<file path="src/rtl/uart_pkg.sv">
// uart_pkg: shared frame constants and FSM state encoding for the UART transmit arbiter
package uart_pkg;
  localparam int FRAME_BITS = 10;
  localparam int DATA_BITS = 8;
  localparam logic START_BIT = 1'b0;
  localparam logic STOP_BIT = 1'b1;
  localparam logic [0:0] IDLE = 1'b0;
  localparam logic [0:0] SEND = 1'b1;
endpackage

</file>
<file path="src/rtl/uart_tx_serializer.sv">
// uart_tx_serializer: 8N1 shifter with baud counter and bit index; start loads a byte, last_tick marks the final stop-bit clock
module uart_tx_serializer import uart_pkg::*; #(
  parameter int DIV = 1250
) (
  input  logic                 clk,
  input  logic                 nrst,
  input  logic                 start,
  input  logic [DATA_BITS-1:0] data,
  output logic                 tx,
  output logic                 last_tick
);
  localparam int CW = $clog2(DIV);
  localparam logic [3:0] LAST_BIT = 4'(FRAME_BITS - 1);
  logic                 active;
  logic [CW-1:0]        cnt;
  logic [3:0]           b;
  logic [DATA_BITS-1:0] sh;
  logic                 tick;
  assign tick = cnt == CW'(DIV - 1);
  assign last_tick = active && tick && b == LAST_BIT;
  assign tx = !active ? STOP_BIT : b == 4'd0 ? START_BIT : b == LAST_BIT ? STOP_BIT : sh[0];
  // sh[0] always holds data bit b-1; shift only after a data bit has been on the line
  always_ff @(posedge clk or negedge nrst)
    if (!nrst) begin
      active <= 1'b0;
      cnt <= '0;
      b <= '0;
      sh <= '0;
    end else if (start) begin
      active <= 1'b1;
      cnt <= '0;
      b <= '0;
      sh <= data;
    end else if (active) begin
      cnt <= tick ? '0 : cnt + CW'(1);
      if (tick) begin
        b <= b + 4'd1;
        if (b != 4'd0) sh <= sh >> 1;
        if (b == LAST_BIT) active <= 1'b0;
      end
    end
endmodule

</file>
<file path="src/rtl/uart_tx_arbiter.sv">
// uart_tx_arbiter: shares one 8N1 tx line among NREQ valid/ready byte sources; UART_ARB_FIXED_PRIO_EN selects fixed lowest-index priority instead of round-robin
module uart_tx_arbiter import uart_pkg::*; #(
  parameter int NREQ = 4,
  parameter int FREQ = 12000000,
  parameter int BAUD = 9600,
  parameter int DIV  = FREQ / BAUD
) (
  input  logic                 clk,
  input  logic                 nrst,
  input  logic [NREQ-1:0]      req_valid,
  input  logic [8*NREQ-1:0]    req_data,
  output logic [NREQ-1:0]      req_ready,
  output logic                 tx,
  output logic                 busy,
  output logic [2:0]           grant_id,
  output logic                 frame_done
);
  logic [0:0]           state;
  logic [2:0]           win;
  logic                 accept;
  logic [DATA_BITS-1:0] sel_data;
`ifdef UART_ARB_FIXED_PRIO_EN
  always_comb begin
    win = '0;
    for (int i = NREQ - 1; i >= 0; i--) if (req_valid[i]) win = 3'(i);
  end
`else
  logic [2:0] last;
  // lowest valid index overall covers the wrap; lowest valid above last overrides it
  always_comb begin
    win = last;
    for (int i = NREQ - 1; i >= 0; i--) if (req_valid[i]) win = 3'(i);
    for (int i = NREQ - 1; i >= 0; i--) if (req_valid[i] && 3'(i) > last) win = 3'(i);
  end
  always_ff @(posedge clk or negedge nrst)
    if (!nrst) last <= 3'(NREQ - 1);
    else if (accept) last <= win;
`endif
  assign accept = nrst && state == IDLE && |req_valid;
  always_comb begin
    sel_data = '0;
    for (int i = 0; i < NREQ; i++) begin
      req_ready[i] = accept && win == 3'(i);
      if (win == 3'(i)) sel_data = req_data[8*i +: 8];
    end
  end
  always_ff @(posedge clk or negedge nrst)
    if (!nrst) begin
      state <= IDLE;
      busy <= 1'b0;
      grant_id <= '0;
    end else if (accept) begin
      state <= SEND;
      busy <= 1'b1;
      grant_id <= win;
    end else if (frame_done) begin
      state <= IDLE;
      busy <= 1'b0;
    end
  uart_tx_serializer #(.DIV(DIV)) ser (
    .clk(clk),
    .nrst(nrst),
    .start(accept),
    .data(sel_data),
    .tx(tx),
    .last_tick(frame_done)
  );
endmodule

</file>
<file path="config.mk">
export PLATFORM = sky130hd
export DESIGN_NAME = uart_tx_arbiter
export DESIGN_NICKNAME = d
export VERILOG_FILES = /design/src/rtl/uart_pkg.sv /design/src/rtl/uart_tx_serializer.sv /design/src/rtl/uart_tx_arbiter.sv
export SDC_FILE = /design/constraint.sdc
export NUM_CORES = 1
export LEC_CHECK = 0
export ABC_AREA = 1
export CAP_MARGIN = 20
export CORE_MARGIN = 8
export CORE_UTILIZATION = 50
export CTS_CLUSTER_DIAMETER = 80
export DETAILED_ROUTE_END_ITERATION = 10
export PLACE_DENSITY = 0.91
export SYNTH_ARGS = -nofsm -noshare
export SYNTH_HDL_FRONTEND = slang
export SYNTH_SLANG_ARGS = --single-unit
</file>
<file path="constraint.sdc">
create_clock -name clk -period 2.1 [get_ports clk]
set_clock_uncertainty 0.15 [all_clocks]
set_input_delay 0.42 -clock clk [delete_from_list [all_inputs] [get_ports clk]]
set_output_delay 0.42 -clock clk [all_outputs]
set_load 0.1 [all_outputs]
</file>
== After elaboration in Yosys (flattened, before gate mapping) ==
Cells that the tools add are included.

* Input bits: 38
* Bits in registers: 31
* Logic and storage cells: 72

* Eq/ne operators: 5
* Add/sub/neg operators: 2
* Multiplexer cells: 31
* Reductions and logical operators: 22
* Order comparisons: 4
* Bitwise gates (word level): 1

{| class="wikitable"
|+ Operators by type and width
! operator !! count
|-
| 2-to-1 mux 8 bit || 8
|-
| 2-to-1 mux 11 bit || 3
|-
| 2-to-1 mux 3 bit || 8
|-
| logical AND 1 bit || 12
|-
| 2-to-1 mux 4 bit || 3
|-
| adder 11 x 1 -> 11 bit, second input constant || 1
|-
| equality test 11 bit, second input constant || 1
|-
| 2-to-1 mux 1 bit || 9
|-
| nonzero test 2 bit || 4
|-
| equality test 3 x 2 -> 1 bit, second input constant || 2
|-
| greater-than comparator 1 x 3 -> 1 bit, first input constant || 2
|-
| greater-than comparator 2 x 3 -> 1 bit, first input constant || 2
|-
| adder 4 x 1 -> 4 bit, second input constant || 1
|-
| equality test 4 bit, second input constant || 1
|-
| logical NOT 4 bit || 1
|-
| nonzero test 4 bit || 1
|-
| OR reduction 4 bit || 1
|-
| equality test 3 x 1 -> 1 bit, second input constant || 1
|-
| logical NOT 3 bit || 1
|-
| AND reduction 3 bit || 1
|-
| AND reduction 2 bit || 1
|-
| NOT 1 bit || 1
|}

== Depth between registers and ports, before layout ==
Gate-level depths: netlist of the first run.

* Depth in word-level cells: 14
* Gate-level depth with buffers: 13
* Depth with buffers taken out: 13

== Modules after synthesis ==
Synthesis of the first run repeated with hierarchy kept, for this count alone.

* Cells, all modules: 298
* Area, all modules: 2144.6 um2

{| class="wikitable"
|+ Modules (own cells, without submodules)
! module !! cells each !! sequential area each (um2) !! instances !! area each (um2)
|-
| uart_tx_serializer || 200 || 600.6 || 1 || 1471.4
|-
| uart_tx_arbiter || 98 || 152.6 || 1 || 673.1
|}

== Worst setup path before layout of the first run ==
Ideal clock, no wire load.

* Path kind: reg-to-output
* Start point: reg state
* End point: out req_ready[0]
* Arrival time: 3.472 ns
* Stages on the path, launching flop included: 5
* Required time: 1.530 ns
* Path buffers: 1
* Slack: -1.942 ns
* Cells stage by stage: dfrtp_1 -> nor2_1 -> nand2_4 -> buf_1 -> nor3_1

* Word-level cells in the longest chain between the ends: 4

{| class="wikitable"
|+ RTL lines
! item !! line !! source
|-
| start, declared || uart_tx_arbiter.sv:18 || <nowiki>logic [0:0] state;</nowiki>
|-
| start signal, assigned || uart_tx_arbiter.sv:49 || <nowiki>state <= IDLE;</nowiki>
|-
| start signal, assigned || uart_tx_arbiter.sv:53 || <nowiki>state <= SEND;</nowiki>
|-
| start signal, assigned || uart_tx_arbiter.sv:57 || <nowiki>state <= IDLE;</nowiki>
|-
| NOT 1 bit || uart_tx_arbiter.sv:39 || <nowiki>assign accept = nrst && state == IDLE && |req_valid;</nowiki>
|-
| logical AND 1 bit (2 in a row) || uart_tx_arbiter.sv:39 ||
|-
| logical AND 1 bit || uart_tx_arbiter.sv:43 || <nowiki>req_ready[i] = accept && win == 3'(i);</nowiki>
|-
| end, declared || uart_tx_arbiter.sv:12 || <nowiki>output logic [NREQ-1:0] req_ready,</nowiki>
|}

Every way passes these cells.

== Worst setup path in the final report of the first run ==
* Start point: reg last[1]
* End point: out req_ready[0]

* Word-level cells in the longest chain between the ends: 10
* Elaborated cells between the ends (all ways): 18
* Those cells by class: order compare: 4; mux: 8; reduce/logical: 6

{| class="wikitable"
|+ RTL lines
! item !! line !! source
|-
| start, declared || uart_tx_arbiter.sv:28 || <nowiki>logic [2:0] last;</nowiki>
|-
| start signal, assigned || uart_tx_arbiter.sv:36 || <nowiki>if (!nrst) last <= 3'(NREQ - 1);</nowiki>
|-
| start signal, assigned || uart_tx_arbiter.sv:37 || <nowiki>else if (accept) last <= win;</nowiki>
|-
| 2-to-1 mux 3 bit (4 in a row) || uart_tx_arbiter.sv:32 || <nowiki>for (int i = NREQ - 1; i >= 0; i--) if (req_valid[i]) win = 3'(i);</nowiki>
|-
| 2-to-1 mux 3 bit (3 in a row) || uart_tx_arbiter.sv:33 || <nowiki>for (int i = NREQ - 1; i >= 0; i--) if (req_valid[i] && 3'(i) > last) win = 3'(i);</nowiki>
|-
| 2-to-1 mux 3 bit (*) || uart_tx_arbiter.sv:33 ||
|-
| logical NOT 3 bit (*) || uart_tx_arbiter.sv:43 ||
|-
| logical AND 1 bit (*) || uart_tx_arbiter.sv:43 ||
|}

Mark *: on every way between the ends. The rest lies on a longest branch, timed or not.

==> results of run 1 <==
[per-layer routing]
metal  share of wire (%)  routed length (microns)  vias to the layer above
met5                   0                        0                        -
met4                 3.8                      265                        0
met3                 6.7                      472                       27
met2                  53                     3740                      108
met1                  36                     2550                     1108
li1                    -                        -                     1095
[critical path, delay by kind of cell (launching register included)]
family	cells	cell delay, ns
buffers and inverters	1	0.21
AND/OR/NAND/NOR	6	0.72
flip-flops	1	0.58
[placed cells by master (no fill, tap or decap), drive strengths merged]
cell type      instances
dfstp                  2
dlymetal6s2s           1
clkinvlp               2
nand2                 75
a22oi                  1
clkdlybuf4s50         32
dfrtp                 28
a21oi                  8
a221oi                 1
nand3                 33
nor4                   2
o31ai                  1
nor3                   8
nand4                  2
o21a                   1
xor2                   2
o21ai                 28
clkbuf                 8
nor2                  36
ha                     5
o22ai                  2
inv                   42
clkinv                 1
dlygate4sd2            2
a31oi                  1
buf                   52
[registers in the layout, indices dropped and copies added, names as in the netlist]
| name | flops |
|---|---|
| ser.cnt | 11 |
| ser.b | 4 |
| state | 1 |
| ser.sh | 8 |
| ser.active | 1 |
| last | 3 |
| grant_id | 2 |
[layout make-up]
type | instances | area (sq um) | share of cell area (%)
repair buffers | 89 | 880 | 26.3
well taps | 50 | 62.6 | 1.87
flip-flops and latches | 30 | 758 | 22.7
inverters | 43 | 178 | 5.32
clock inverters | 2 | 12.5 | 0.375
clock buffers | 6 | 82.6 | 2.47
multi-input cells | 206 | 1370 | 40.9
[worst max path at each step]
stage,start,endpoint
floorplan,last[1],req_ready[0]
global placement,req_valid[2],req_ready[3]
detailed placement,req_valid[2],req_ready[3]
CTS,last[1],req_ready[3]
global route,ser.cnt[1],frame_done
finish,last[1],req_ready[0]
[power by group through the flow]
| stage | sequential [mW] | combinational, mW | clock [mW] |
|---|---|---|---|
| 6_report | 0.616 | 0.409 | 0.492 |
| 2_1_floorplan | 0.632 | 0.184 | 0 |
| 5_1_grt | 0.617 | 0.435 | 0.519 |
| 3_5_place_dp | 0.623 | 0.358 | 0 |
| 3_3_place_gp | 0.622 | 0.348 | 0 |
| 4_1_cts | 0.614 | 0.380 | 0.490 |
[through the flow]
stage | setup WS (ns) | hold slack, ns | utilization, % | power [mW]
floorplan | -0.251 | -0.0256 | - | 0.816
global placement | -0.424 | 0.317 | 75.1 | 0.970
global route | -0.353 | 0.0845 | 83.5 | 1.57
detailed placement | -0.478 | 0.321 | 75.1 | 0.981
finish | -0.273 | 0.0203 | 83.5 | 1.52
CTS | -0.235 | 0.339 | 80.7 | 1.48
[what timing repair did]
action                                  4_1_cts  5_1_grt
cloned                                        0        1
hold buffers                                  0        0
endpoints found under the setup margin       15       16
setup buffers                                10        7
pin swaps                                    19       13
resized for setup                            20       24
hold endpoints to repair                      0        0
[logic make-up after synthesis]
group	count (synthesis)
XOR/XNOR	2
adder cells (fa/ha/maj)	5
AND/OR/NAND/NOR	155
AO/OA/AOI/OAI	43
buffers and inverters	46
flip-flops	30
==> load_flow_metrics.sql, run 1 <==
INSERT INTO impl_metrics (metric_group, metric, value, unit) VALUES
('detailed_routing', 'detail_route.drc_violations', '0', ''),
('timing', 'grt_setup_unrepaired', 'true', ''),
('worst_setup_path', 'worstRegToRegCells', '13', ''),
('run_status', 'violations_in_the_final_reports', 'setup timing', ''),
('grt', 'grtUsageMet1', '22.9', '%'),
('pwr', 'worst_vdd_drop', '0.246', 'mV'),
('timing', 'timing.max_slew.rel_slack', '75.1', '%'),
('worst_setup_path', 'worst_path_largest_cell_delay', '0.58', 'ns'),
('worst_setup_path', 'critical_path_required', '1.53', 'ns'),
('pwr', 'power_switching_share', '31.2', '%'),
('yosys', 'synth_area', '2060', 'sq um'),
('yosys', 'post_synth_xor_area_fraction', '0.848', '%'),
('worst_setup_path', 'critical-path-slowest-cell', 'sky130_fd_sc_hd__dfstp_2', ''),
('detailed_routing', 'detail_route.vias_per_cell', '5.49', ''),
('grt', 'globalRouteMet3Util', '6.25', '%'),
('yosys', 'ys_seq_area_share', '36.5', '%'),
('placement', 'numPortBuffers', '47', ''),
('run_status', 'status', 'finished with violations', ''),
('clock_tree', 'clk_pin_slew_worst_paths', '0.06', 'ns'),
('floorplanning', 'core-area', '4000', 'sq um'),
('yosys', 'compound_gate_fraction_of_synth_area', '12.2', '%'),
('timing', 'clock_period_minus_final_worst_setup_slack', '2.37', 'ns'),
('detailed_routing', 'wirelength', '7030', 'microns'),
('yosys', 'synth-main-ff-cell', 'sky130_fd_sc_hd__dfrtp_1', ''),
('yosys', 'yosys_warnings', '0', ''),
('final_layout', 'layoutNonFillerInstCount', '426', ''),
('timing', 'max_freq', '0.421', 'GHz'),
('worst_setup_path', 'cell_chain_critical_path', 'nand2_2, nand3_4, nand2_2, nand2_2, nand2_4, nor3_4, buf_12', ''),
('floorplanning', 'die_area', '6440', 'sq um'),
('yosys', 'yosys-mux-area-fraction', '0', '%'),
('timing', 'timing.final.max_slew_violations', '0', ''),
('pwr', 'p_leak', '1.61', 'nW'),
('clock_tree', 'clock_tree_from_tritoncts', 'done', ''),
('pwr', 'internal_power', '1.04', 'mW'),
('grt', 'grt_overflow_total', '0', ''),
('floorplanning', 'rows', '23', ''),
('grt', 'global_route.peak_usage_layer', 'met2', ''),
('clock_tree', 'cts-htree-levels', '2', ''),
('yosys', 'postSynthNetCount', '324', ''),
('final_layout', 'antennaDiodeCount', '0', ''),
('yosys', 'count_of_flip_flops_with_a_built_in_enable_after_synthesis', '0', ''),
('final_layout', 'drive_above_1_share', '36.7', '%'),
('yosys', 'yosys.area.top_type_share', '33.9', '%'),
('placement', 'placed_cell_area', '3000', 'sq um'),
('final_layout', 'layout-area-overhead-vs-synth', '61.8', '%'),
('detailed_routing', 'drt.antenna.violating_nets', '0', ''),
('pwr', 'switchingPower', '473', 'uW'),
('yosys', 'synth_seq_cells', '30', ''),
('grt', 'grt_first_pass_wirelength', '11100', 'microns'),
('yosys', 'synth.top_cells.by_count', 'sky130_fd_sc_hd__nand2_1, sky130_fd_sc_hd__inv_1, sky130_fd_sc_hd__nand3_1, sky130_fd_sc_hd__dfrtp_1, sky130_fd_sc_hd__o21ai_0', ''),
('floorplanning', 'pin_count', '48', ''),
('yosys', 'netlist_instances', '281', ''),
('yosys', 'synth_async_sr_flop_share', '100', '%'),
('placement', 'dp_hpwl', '4640', 'microns'),
('detailed_routing', 'routed_wire_length_per_instance', '16.5', 'microns'),
('placement', 'place.detailed.instances', '401', ''),
('clock_tree', 'clk-insertion-delay-late', '0.29', 'ns'),
('worst_setup_path', 'timing.critical_path.from_type', 'register', ''),
('yosys', 'yosys.cell_count.top_type', 'sky130_fd_sc_hd__nand2_1', ''),
('floorplanning', 'chipHeight', '80.3', 'microns'),
('timing', 'fin_crit_sh', '113', '%'),
('timing', 'finalSetupTns', '-1.26', 'ns'),
('pwr', 'power.combinational.fraction', '26.9', '%'),
('job', 'max-cap-violations', '0', ''),
('yosys', 'distinct_cell_type_count_after_synthesis', '32', ''),
('timing', 'timing.final.setup_violations', '5', ''),
('final_layout', 'filler_cell_count', '210', ''),
('pwr', 'powerDensity', '454', 'nW/um^2'),
('worst_setup_path', 'reg2reg_slack', '0.04', 'ns'),
('worst_setup_path', 'arrival', '1.80', 'ns'),
('timing', 'setup_slack', '-0.273', 'ns');
(Power assumes the default switching activity.)
==> run 2: changes to the inputs <==
--- a/config.mk
+++ b/config.mk
@@ -7,8 +7,10 @@
 export LEC_CHECK = 0
 export ABC_AREA = 1
 export CAP_MARGIN = 20
-export CORE_MARGIN = 8
-export CORE_UTILIZATION = 50
+export CELL_PAD_IN_SITES_DETAIL_PLACEMENT = 0
+export CELL_PAD_IN_SITES_GLOBAL_PLACEMENT = 1
+export CORE_MARGIN = 1.5
+export CORE_UTILIZATION = 36
 export CTS_CLUSTER_DIAMETER = 80
 export DETAILED_ROUTE_END_ITERATION = 10
 export PLACE_DENSITY = 0.91
==> run 2 against run 1 <==
- the run still ends with setup timing left
- cell count rose by 7.3%
- clock-buffer cell count did not move
- total power fell by 2.2%
- utilization fell by 22 points
- critical path depth rose by 4
- critical path type unchanged
- largest power group unchanged
==> load_flow_metrics.sql, run 2 (synthesis results as in run 1) <==
INSERT INTO impl_metrics (metric_group, metric, value, unit) VALUES
('clock_tree', 'cts_buffers', '5', ''),
('final_layout', 'biggestRegsByFlops', 'ser.cnt x11, ser.sh x8, ser.b x4', ''),
('pwr', 'power.sequential.fraction', '41.4', '%'),
('clock_tree', 'cts-htree-levels', '2', ''),
('final_layout', 'final_design_area_no_fill', '3400', 'sq um'),
('clock_tree', 'clock_path_buffers', '2', ''),
('timing', 'timing.final.max_slew_violations', '0', ''),
('final_layout', 'drive_above_1_share', '36.4', '%'),
('worst_hold_path', 'hp-class', 'in2async', ''),
('pwr', 'internal_power', '1.05', 'mW'),
('worst_setup_path', 'worst_setup_path_end_kind', 'output port', ''),
('floorplanning', 'pin_count', '48', ''),
('placement', 'placed_cell_area', '3100', 'sq um'),
('final_layout', 'largest_register_ff_count', '11', ''),
('floorplanning', 'die_area', '6200', 'sq um'),
('worst_setup_path', 'critical_path_required', '1.53', 'ns'),
('placement', 'place.gp.congestion', '0.886', ''),
('final_layout', 'layout-area-overhead-vs-synth', '64.8', '%'),
('detailed_routing', 'firstDrtPassIters', '4', ''),
('timing', 'fin_crit_sh', '110', '%'),
('worst_setup_path', 'worst-path-max-fanout', '3', ''),
('floorplanning', 'core-area', '5510', 'sq um'),
('placement', 'dp_hpwl', '4100', 'microns'),
('clock_tree', 'clk_pin_slew_worst_paths', '0.07', 'ns'),
('final_layout', 'antennaDiodeCount', '0', ''),
('timing', 'fin_hold_ws', '0.201', 'ns'),
('pwr', 'worst_vdd_drop', '0.362', 'mV'),
('timing', 'max_slew.worst_pin.slew', '0.399', 'ns'),
('pwr', 'power', '1.48', 'mW'),
('floorplanning', 'chipWidth', '78.7', 'microns'),
('grt', 'gr-usage-all-layers', '19.1', '%'),
('worst_setup_path', 'path_class', 'reg2out', ''),
('clock_tree', 'clock_tree_from_tritoncts', 'done', ''),
('clock_tree', 'cts_hold_buffers', '0', ''),
('pwr', 'power_switching_share', '29.4', '%'),
('detailed_routing', 'vias', '2183', ''),
('pwr', 'power.combinational.fraction', '26.3', '%'),
('worst_setup_path', 'arrival', '1.75', 'ns'),
('detailed_routing', 'detail_route.vias_per_cell', '4.78', ''),
('clock_tree', 'clk_tree_root_cell', 'sky130_fd_sc_hd__clkbuf_8', ''),
('grt', 'number_of_global_route_vias_before_repair', '2143', ''),
('placement', 'place.detailed.instances', '429', ''),
('final_layout', 'layoutNonFillerInstCount', '457', ''),
('grt', 'antenna_found_initial', '0', ''),
('grt', 'grt_overflow_total', '0', ''),
('clock_tree', 'clk-insertion-delay-late', '0.28', 'ns'),
('timing', 'grt_setup_unrepaired', 'true', ''),
('timing', 'timing.final.hold_violations', '0', ''),
('detailed_routing', 'routed_wire_length_per_instance', '12.0', 'microns'),
('grt', 'grt_first_pass_wirelength', '9320', 'microns'),
('final_layout', 'post-route-util', '61.8', '%'),
('run_status', 'violations_in_the_final_reports', 'setup timing', ''),
('timing', 'clock_period_minus_final_worst_setup_slack', '2.32', 'ns'),
('pwr', 'clockPowerShare', '32.3', '%'),
('floorplanning', 'initial_core_util', '37.5', '%'),
('timing', 'timing.final.setup_violations', '5', ''),
('pwr', 'p_leak', '1.65', 'nW'),
('floorplanning', 'chipHeight', '78.7', 'microns'),
('final_layout', 'most-common-layout-cells', 'sky130_fd_sc_hd__nand2_1, sky130_fd_sc_hd__buf_4, sky130_fd_sc_hd__clkdlybuf4s50_1', ''),
('grt', 'maximum_number_of_pins_on_one_net_before_global_route_repair', '31', ''),
('clock_tree', 'clock-sinks', '30', ''),
('job', 'max-cap-violations', '0', ''),
('final_layout', 'biggest_register', 'ser.cnt', ''),
('timing', 'timing.max_slew.rel_slack', '73.4', '%'),
('placement', 'numPortBuffers', '47', ''),
('detailed_routing', 'detail_route.drc_violations', '0', ''),
('run_status', 'status', 'finished with violations', ''),
('final_layout', 'most_common_cell_after_layout_fill_and_taps_aside', 'sky130_fd_sc_hd__nand2_1', ''),
('pwr', 'powerDensity', '436', 'nW/um^2'),
('final_layout', 'final_net_count', '427', ''),
('timing', 'max_freq', '0.431', 'GHz'),
('floorplanning', 'rows', '27', ''),
('pwr', 'switchingPower', '436', 'uW'),
('worst_setup_path', 'timing.critical_path.from_type', 'register', ''),
('detailed_routing', 'drt.antenna.violating_nets', '0', ''),
('detailed_routing', 'dr.first_iter.drc_count', '96', ''),
('timing', 'setup_slack', '-0.218', 'ns'),
('detailed_routing', 'wirelength', '5510', 'microns');
==> run 2: per-stage QoR <==
| stage | TNS (ns) | setup slack (ns) |
|---|---|---|
| detailed placement | -7.94 | -0.471 |
| global route | -1.23 | -0.306 |
| global placement | -7.09 | -0.453 |
| floorplan | -0.821 | -0.251 |
| finish | -0.834 | -0.218 |
| CTS | -0.955 | -0.232 |
==> run 2: repair_timing <==
item	CTS	global route
setup buffers	19	3
endpoints found under the setup margin	19	9
resized for setup	19	12
pin swaps	20	6
gates cloned	0	0
==> run 2: metal layers <==
metal / vias to the layer above / GRT usage [%] / share of wire (%)
met5: - / 0 / 0
met4: 0 / 6.61 / 1.8
met3: 10 / 3.56 / 3.9
met2: 68 / 34.9 / 52
met1: 997 / 22.0 / 43
li1: 1108 / - / -
==> run 2: critical path, cell delays in order, from the launching register on <==
cell and delay [ns]:
sky130_fd_sc_hd__dfstp_2 0.59, sky130_fd_sc_hd__inv_2 0.05, sky130_fd_sc_hd__nand2_2 0.05, sky130_fd_sc_hd__nand2_2 0.06, sky130_fd_sc_hd__nand3_4 0.09, sky130_fd_sc_hd__nand2_4 0.08
sky130_fd_sc_hd__nor2_8 0.12, sky130_fd_sc_hd__nand2_4 0.07, sky130_fd_sc_hd__inv_4 0.06, sky130_fd_sc_hd__nand2_4 0.05, sky130_fd_sc_hd__clkinvlp_4 0.07, sky130_fd_sc_hd__buf_12 0.16
==> run 2: worst paths after layout <==
| kind | from | end | slack (ns) | depth (start not counted) |
|---|---|---|---|---|
| min in group clk | ser.sh[7] | ser.sh[7] | 0.34 | 2 |
| min | nrst | ser.cnt[0] | 0.20 | 2 |
| max in group asynchronous | nrst | last[1] | 1.27 | 2 |
| min reg2reg | ser.sh[7] | ser.sh[7] | 0.34 | 2 |
| max reg2reg | last[1] | last[1] | 0.07 | 11 |
| max | last[1] | req_ready[3] | -0.22 | 11 |
==> run 2: cell type report <==
type                    count  area (sq um)
multi-input cells         205          1310
inverters                  43           173
clock inverters             2          12.5
repair buffers             99           976
flip-flops and latches     30           758
well taps                  72          90.1
fillers                   473          2100
clock buffers               6          82.6
==> run 2: power groups by stage <==
stage               logic [mW]  clock network (mW)  registers (mW)
finish                   0.391               0.480           0.614
global route             0.428               0.519           0.616
CTS                      0.395               0.496           0.613
detailed placement       0.360                   0           0.623
global placement         0.357                   0           0.622
floorplan                0.184                   0           0.632
